==> src/rtl/ysyx_25040101_mem_arbiter.sv <==
// ysyx_25040101_mem_arbiter
//   Two-requester arbiter/sequencer in front of the single data-memory port.
//   IFU (read-only word fetch) and LSU (load/store, 1/2/4 byte, optional
//   sign extension) share the port with round-robin arbitration and one
//   outstanding transaction at a time.
//
// Ports
//   clk, rst                 clock, asynchronous active-high reset
//   ifu_req_* / ifu_resp_*   IFU request handshake and response pulse
//   lsu_req_* / lsu_resp_*   LSU request handshake and response pulse
//   mem_req_valid/ready      downstream request handshake
//   mem_addr..mem_sext       registered request fields, stable while in REQ
//   mem_rvalid, mem_rdata    downstream completion and read data
module ysyx_25040101_mem_arbiter #(
    parameter int ADDR_W  = 32,
    parameter int DATA_W  = 32,
    parameter int TIMEOUT = 255,
    parameter int CNT_W   = 8
) (
    input  logic              clk,
    input  logic              rst,

    input  logic              ifu_req_valid,
    output logic              ifu_req_ready,
    input  logic [ADDR_W-1:0] ifu_addr,
    output logic              ifu_resp_valid,
    output logic [DATA_W-1:0] ifu_resp_data,
    output logic              ifu_resp_err,

    input  logic              lsu_req_valid,
    output logic              lsu_req_ready,
    input  logic [ADDR_W-1:0] lsu_addr,
    input  logic              lsu_wen,
    input  logic [DATA_W-1:0] lsu_wdata,
    input  logic [1:0]        lsu_size,
    input  logic              lsu_sext,
    output logic              lsu_resp_valid,
    output logic [DATA_W-1:0] lsu_resp_data,
    output logic              lsu_resp_err,

    output logic              mem_req_valid,
    input  logic              mem_req_ready,
    output logic [ADDR_W-1:0] mem_addr,
    output logic              mem_wen,
    output logic [DATA_W-1:0] mem_wdata,
    output logic [1:0]        mem_size,
    output logic              mem_sext,
    input  logic              mem_rvalid,
    input  logic [DATA_W-1:0] mem_rdata
);

    typedef enum logic [1:0] {IDLE, REQ, WAIT} state_t;

    typedef struct packed {
        logic [ADDR_W-1:0] addr;
        logic              wen;
        logic [DATA_W-1:0] wdata;
        logic [1:0]        size;
        logic              sext;
    } req_t;

    localparam logic OWN_IFU = 1'b0;
    localparam logic OWN_LSU = 1'b1;

    state_t             state;
    req_t               req_q;
    req_t               win_req;
    logic               owner;
    logic               last_grant;
    logic [CNT_W-1:0]   cnt;

    logic               grant_ifu;
    logic               grant_lsu;
    logic               accept;
    logic               timeout_hit;
    logic               resp_fire;
    logic [DATA_W-1:0]  resp_data_n;
    logic               resp_err_n;

    // Contention goes to whoever was not served last.
    assign grant_ifu = ifu_req_valid && (!lsu_req_valid || last_grant == OWN_LSU);
    assign grant_lsu = lsu_req_valid && !grant_ifu;

    // Readies are gated by rst so nothing handshakes while reset is held.
    assign ifu_req_ready = (state == IDLE) && !rst && grant_ifu;
    assign lsu_req_ready = (state == IDLE) && !rst && grant_lsu;
    assign accept        = ifu_req_ready || lsu_req_ready;

    always_comb begin
        win_req = '0;
        if (grant_ifu) begin
            win_req.addr = ifu_addr;
            win_req.size = 2'b10;
        end else begin
            win_req.addr  = lsu_addr;
            win_req.wen   = lsu_wen;
            win_req.wdata = lsu_wdata;
            win_req.size  = lsu_size;
            win_req.sext  = lsu_sext;
        end
    end

    // A completion on the final WAIT cycle beats the timeout.
    assign timeout_hit = (cnt == CNT_W'(TIMEOUT - 1));
    assign resp_fire   = (state == WAIT) && (mem_rvalid || timeout_hit);
    assign resp_err_n  = !mem_rvalid;
    assign resp_data_n = (mem_rvalid && !req_q.wen) ? mem_rdata : '0;

    assign mem_req_valid = (state == REQ);
    assign mem_addr      = req_q.addr;
    assign mem_wen       = req_q.wen;
    assign mem_wdata     = req_q.wdata;
    assign mem_size      = req_q.size;
    assign mem_sext      = req_q.sext;

    always_ff @(posedge clk or posedge rst) begin
        if (rst) begin
            state          <= IDLE;
            req_q          <= '0;
            owner          <= OWN_IFU;
            last_grant     <= OWN_LSU;
            cnt            <= '0;
            ifu_resp_valid <= 1'b0;
            ifu_resp_data  <= '0;
            ifu_resp_err   <= 1'b0;
            lsu_resp_valid <= 1'b0;
            lsu_resp_data  <= '0;
            lsu_resp_err   <= 1'b0;
        end else begin
            ifu_resp_valid <= 1'b0;
            lsu_resp_valid <= 1'b0;
            case (state)
                IDLE: begin
                    if (accept) begin
                        req_q      <= win_req;
                        owner      <= grant_lsu;
                        last_grant <= grant_lsu;
                        state      <= REQ;
                    end
                end
                REQ: begin
                    if (mem_req_ready) begin
                        cnt   <= '0;
                        state <= WAIT;
                    end
                end
                WAIT: begin
                    if (resp_fire) begin
                        state <= IDLE;
                        if (owner == OWN_LSU) begin
                            lsu_resp_valid <= 1'b1;
                            lsu_resp_data  <= resp_data_n;
                            lsu_resp_err   <= resp_err_n;
                        end else begin
                            ifu_resp_valid <= 1'b1;
                            ifu_resp_data  <= resp_data_n;
                            ifu_resp_err   <= resp_err_n;
                        end
                    end else begin
                        cnt <= cnt + CNT_W'(1);
                    end
                end
                default: state <= IDLE;
            endcase
        end
    end

endmodule
==> config.mk <==
export PLATFORM = sky130hd
export DESIGN_NAME = ysyx_25040101_mem_arbiter
export DESIGN_NICKNAME = d
export VERILOG_FILES = /design/src/rtl/ysyx_25040101_mem_arbiter.sv
export SDC_FILE = /design/constraint.sdc
export NUM_CORES = 1
export LEC_CHECK = 0
export ABC_AREA = 1
export CAP_MARGIN = 20
export CELL_PAD_IN_SITES_DETAIL_PLACEMENT = 2
export CELL_PAD_IN_SITES_GLOBAL_PLACEMENT = 2
export CORE_ASPECT_RATIO = 0.9
export CORE_MARGIN = 10
export CORE_UTILIZATION = 23
export DETAILED_ROUTE_END_ITERATION = 16
export PLACE_DENSITY = 0.9
export SLEW_MARGIN = 20
export SYNTH_ARGS = -nofsm -noshare
export SYNTH_HDL_FRONTEND = slang
export SYNTH_SLANG_ARGS = --single-unit
==> constraint.sdc <==
create_clock -name clk -period 5.6 [get_ports clk]
set_clock_uncertainty 0.15 [all_clocks]
set_input_delay 1.12 -clock clk [delete_from_list [all_inputs] [get_ports clk]]
set_output_delay 1.12 -clock clk [all_outputs]
set_load 0.05 [all_outputs]
==> results of run 1 <==
-- worst min path at each step --
stage / start / to / slack, ns / depth (start not counted)
floorplan: owner$_DFFE_PP0P_ / owner$_DFFE_PP0P_ / 0.34 / 2
global placement: mem_addr[15]$_DFFE_PP0P_ / mem_addr[15]$_DFFE_PP0P_ / 0.30 / 2
detailed placement: mem_addr[25]$_DFFE_PP0P_ / mem_addr[25]$_DFFE_PP0P_ / 0.31 / 2
CTS: mem_addr[17]$_DFFE_PP0P_ / mem_addr[17]$_DFFE_PP0P_ / 0.33 / 2
global route: mem_addr[11]$_DFFE_PP0P_ / mem_addr[11]$_DFFE_PP0P_ / 0.34 / 2
finish: mem_addr[17]$_DFFE_PP0P_ / mem_addr[17]$_DFFE_PP0P_ / 0.32 / 2
-- kinds of logic (layout without fill, tap and decap cells) --
family	after synthesis	after routing	share of synthesized area, %
AND/OR/NAND/NOR	462	462	28.8
flip-flops	148	148	59.2
AO/OA/AOI/OAI	73	73	6.42
buffers and inverters	55	334	4.72
XOR/XNOR	3	3	0.420
adder cells (fa/ha/maj)	2	2	0.400
-- cell usage after synthesis --
cell      count
nand2_1     425
nand2_2       6
dfrtp_1     147
ha_1          2
inv_1        16
o31ai_1       1
buf_6         9
nor2_1       13
nor3_2        1
buf_2        11
o21ai_2       6
nor2_2        1
inv_2         2
o21ai_4       1
o21ai_0       9
buf_4         2
nand3_2       3
nor2_4        1
dfstp_2       1
a21oi_1       2
xnor2_1       2
nand3_1      11
nand3b_1      1
clkbuf_1     15
xor2_1        1
o21ai_1      54
-- sequential cells by signal (all words and copies together) (netlist names), 2 cells and up --
name,cells
ifu_resp_data,32
lsu_resp_data,32
mem_addr,32
mem_wdata,32
cnt,8
mem_size,2
state,2
-- layout make-up --
class	count	area, sq um
inverters	18	72.6
fillers	3006	17000
well taps	354	443
multi-input cells	540	2260
clock buffers	18	429
clock inverters	14	116
flip-flops and latches	148	3700
repair buffers	284	2850
-- per-layer routing --
metal / vias up / part of all wire, % / global-route usage [%]
met5: - / 0 / 0
met4: 0 / 1.1 / 3.75
met3: 15 / 9.0 / 6.39
met2: 227 / 44 / 22.6
met1: 2867 / 46 / 17.9
li1: 2835 / - / -
-- critical path, cell delays in order --
cell and delay, ns:
clkdlybuf4s50_1 0.44, inv_1 0.11, o21ai_4 0.06, inv_2 0.45, nand2_2 0.19, inv_1 0.10
clkdlybuf4s50_1 0.82
-- where the power goes --
group / leakage [nW] / internal [mW] / switching [mW] / total (mW)
Combinational: 2.42 / 1.01 / 2.33 / 3.34
Clock: 0.262 / 0.581 / 0.511 / 1.09
Sequential: 1.94 / 1.50 / 0.274 / 1.77
-- layout by cell type (no fill, tap or decap), types with 3 or more instances in the layout --
cell / netlist / final
nand2_1: 425 / 425
clkdlybuf4s50_1: 0 / 275
dfrtp_1: 147 / 147
o21ai_1: 54 / 54
clkbuf_16: 0 / 17
inv_1: 16 / 15
nor2_1: 13 / 11
nand3_1: 11 / 11
o21ai_0: 9 / 9
inv_6: 0 / 7
buf_4: 2 / 7
nand2_2: 6 / 6
o21ai_2: 6 / 6
nand3_2: 3 / 3
clkinvlp_4: 0 / 3
-- metrics by stage --
step	setup WS, ns	instance area (sq um)	instances
final	1.03	9880	1376
after global routing	0.881	9880	1376
after CTS	1.00	9880	1376
after detailed placement	1.00	9330	1344
after global placement	1.04	9330	1344
after floorplan	0.352	6250	743
==> flow_summary.toml, run 1 <==
[sta]
setup_tns_ns = 0
slew_headroom_pct = 47.8
hold_viol = 0
hold_slack_ns = 0.324
setup_viol = 0
min_period_ns = 4.57
worst_pin_slew_ns = 0.783
slew_violations = 0
fmax_mhz = 219
rsz0062_at_grt = "false"
period_share_pct = 81.5

[logic_synthesis]
syn_area_sq_um = 6250
ys_ff_latch = 148
yosysSeqAreaShare_pct = 59.2
syn_avg_cell_area_sq_um = 8.42
synth_area_leaders = "dfrtp_1 (59%), nand2_1 (26%), o21ai_1 (4.3%)"
synth_top_cell_by_area = "dfrtp_1"
synth_fp_nets = 883
yosysWarnings = 0
synthCells = 743
synth_top_cell_area_share_pct = 58.8
synth_cell_types = 26

[setup_path]
worstPathArrival_ns = 3.30
crit_type = "input pin to primary output"
regToRegStartpoint = "last_grant$_DFFE_PP1P_"
reg2reg_depth = 9
startpoint = "lsu_req_valid"
r2r_setup_slack_ns = 2.65
required_ns = 4.33
endpoint = "ifu_req_ready"
start_kind = "input pin"
cp_max_fo = 35
reg2reg_to = "mem_wdata[20]$_DFFE_PP0P_"
end_kind = "primary output"

[layout]
final_nets = 1149
drive_gt1_share_pct = 6.36
syn_to_final_growth_pct = 57.9
utilization_pct = 36.7
n_antenna_cell = 0

[grt]
grt_util_all_layers_pct = 14.5
antenna_found_initial = 0
first_global_vias = 6830
grt_overflow = 0
grt_pass1_wl_um = 39500
grt_max_degree = 81

[cts]
root_buffer = "clkbuf_16"
cts_tree = "built"
clock_path_buffers = 2
htreeDepth = 4
cts_resized = 0
cts_setup_buffers = 0
numCtsBuffers = 17
cts-hold-fix-buffers = 0
clkSinkCount = 148
clk_pin_slew_worst_paths_ns = 0.06
clock_latency_ns = 0.42

[pwr]
ir_worst_vdd_mv = 0.185
total_power_mw = 6.21
p_per_area_nw_per_um2 = 629
p_leak_nw = 4.62

[detailed_routing]
firstDrtPassIters = 6
vias_per_cell = 4.32
num_vias = 5944
wl_um = 25300
wire_per_inst_um = 18.4
drtAntennaViolNets = 0
drc = 0
drt_iter0_drc = 271

[floorplan]
ios = 277
dieHeight_um = 176
initial_core_util_pct = 23.3
num_rows = 57
die_area_sq_um = 34200
core_sq_um = 26900
die_w_um = 194

[place]
hpwl_um = 19500
portBuffers = 276
place_congestion = 0.767

[run_status]
run_status = "finished clean"

[flow_run]
maxCapViolations = 0

[min_path]
worstHoldPathType = "flop to flop"
No activity file was read; power rests on OpenSTA's default activity.
==> run 2: changes to the inputs <==
- clock period: 5.6 -> 4.6 ns (I/O delays scaled with it)
==> run 2 against run 1 <==
Against the previous run:
- critical path depth is the same
- critical endpoint unchanged
- sequential share of layout area decreased by 0.26 points
- hold slack got worse by 0.0014 ns
- utilization up 0.26 points
- routed wire length increased by 1.1%
- first-iteration DRC count down 3.7%
- largest power group unchanged
==> flow_summary.toml, run 2 (same netlist as run 1, synthesis figures left out) <==
[run_status]
run_status = "finished clean"

[sta]
slew_violations = 0
slew_headroom_pct = 36.1
rsz0062_at_grt = "false"
worst_pin_slew_ns = 0.959
hold_slack_ns = 0.322
period_share_pct = 76.8
fmax_mhz = 283
setup_tns_ns = 0
hold_viol = 0
min_period_ns = 3.53
setup_viol = 0

[layout]
nFillCells = 3006
regArea_sq_um = 3700
final_common_cell = "nand2_1"
drive_gt1_share_pct = 6.54
utilization_pct = 37.0
final_cell_mix = "nand2_1 (425), clkdlybuf4s50_1 (274), dfrtp_1 (147)"
final_nets = 1151
syn_to_final_growth_pct = 59.0
multiInputGateArea_sq_um = 2260
stdcell_area_sq_um = 9950

[detailed_routing]
drc = 0
vias_per_cell = 4.30
wl_um = 25500
wire_per_inst_um = 18.5
num_vias = 5934
firstDrtPassIters = 4
drtAntennaViolNets = 0
drt_iter0_drc = 261

[pwr]
total_power_mw = 7.67
clkPwrFrac_pct = 18.7
ir_worst_vdd_mv = 0.267
pwr-share-comb_pct = 53.2
p_leak_nw = 4.65
p_int_mw = 3.90
p_seq_share_pct = 28.1
switching_share_pct = 49.2
switchingPower_mw = 3.78
p_per_area_nw_per_um2 = 772

[floorplan]
initial_core_util_pct = 23.3
ios = 277
die_area_sq_um = 34200
die_w_um = 194
dieHeight_um = 176
num_rows = 57
core_sq_um = 26900

[cts]
clock_latency_ns = 0.41
htreeDepth = 4
root_buffer = "clkbuf_16"
cts-hold-fix-buffers = 0
cts_setup_buffers = 0
clkSinkCount = 148
clk_pin_slew_worst_paths_ns = 0.06
numCtsBuffers = 17
cts_resized = 0
clock_path_buffers = 2
cts_tree = "built"

[grt]
first_global_vias = 6748
antenna_found_initial = 2
grt_max_degree = 77
grt_pass1_wl_um = 39600
grt_overflow = 0
grt_util_all_layers_pct = 14.5

[place]
hpwl_um = 19600
place_congestion = 0.800
portBuffers = 276
placed_area_sq_um = 9340

[setup_path]
reg2reg_to = "ifu_resp_data[0]$_DFFE_PP0P_"
r2r_setup_slack_ns = 2.23
start_kind = "input pin"
worstPathArrival_ns = 2.46
required_ns = 3.53
reg2reg_depth = 10
endpoint = "ifu_req_ready"
startpoint = "lsu_req_valid"
end_kind = "primary output"
cp_max_fo = 35
crit_type = "input pin to primary output"
regToRegStartpoint = "cnt[0]$_DFFE_PP0P_"

[flow_run]
maxCapViolations = 0

[min_path]
worstHoldPathType = "flop to flop"
[run 2: cell count changes in the layout (fill, tap and decap cells not counted), sizes merged]
cell / before / now
bufinv: 0 / 2
clkbuf: 18 / 20
inv: 26 / 21
buf: 9 / 12
clkinvlp: 3 / 4
clkdlybuf4s50: 275 / 274
diode: 0 / 3
[run 2: power groups by stage]
stage          combinational, mW  sequential [mW]  clock (mW)
2_1_floorplan              0.810             3.88           0
3_3_place_gp                4.05             2.14           0
3_5_place_dp                4.15             2.18           0
4_1_cts                     4.15             2.17        1.49
5_1_grt                     4.35             2.23        1.54
6_report                    4.08             2.16        1.43
[run 2: layout make-up]
cell class                      instances  area share [%]
Clock inverter                         12            1.47
Timing Repair Buffer                  286            28.8
Clock buffer                           20            4.49
Multi-Input combinational cell        540            22.8
Inverter                               18           0.717
Tap cell                              354            4.45
Antenna cell                            3          0.0755
Sequential cell                       148            37.2
[run 2: per-stage QoR]
step / worst slack, ns / instances
floorplan: 1.67 / 743
global placement: 1.08 / 1346
detailed placement: 1.04 / 1346
CTS: 1.04 / 1378
global route: 0.890 / 1379
finish: 1.07 / 1381
[run 2: worst max-delay path, stage by stage]
cell	delay (ns)
clkdlybuf4s50_1	0.44
inv_1	0.11
o21ai_4	0.06
inv_2	0.45
nand2_2	0.19
inv_1	0.10
buf_4	0.20
[run 2: routing by layer]
layer / GRT usage [%] / up-vias / share of wire (%) / wire, um
li1: - / 2839 / - / -
met1: 17.3 / 2853 / 44 / 11200
met2: 23.4 / 229 / 45 / 11600
met3: 6.94 / 13 / 9.8 / 2510
met4: 3.33 / 0 / 1.0 / 267
met5: 0 / - / 0 / 0
[run 2: worst min path at each step]
stage	startpoint	end	depth (start not counted)
floorplan	owner$_DFFE_PP0P_	owner$_DFFE_PP0P_	2
global placement	mem_addr[14]$_DFFE_PP0P_	mem_addr[14]$_DFFE_PP0P_	2
detailed placement	mem_addr[19]$_DFFE_PP0P_	mem_addr[19]$_DFFE_PP0P_	2
CTS	mem_wdata[17]$_DFFE_PP0P_	mem_wdata[17]$_DFFE_PP0P_	2
global route	mem_wdata[29]$_DFFE_PP0P_	mem_wdata[29]$_DFFE_PP0P_	2
finish	mem_wdata[10]$_DFFE_PP0P_	mem_wdata[10]$_DFFE_PP0P_	2
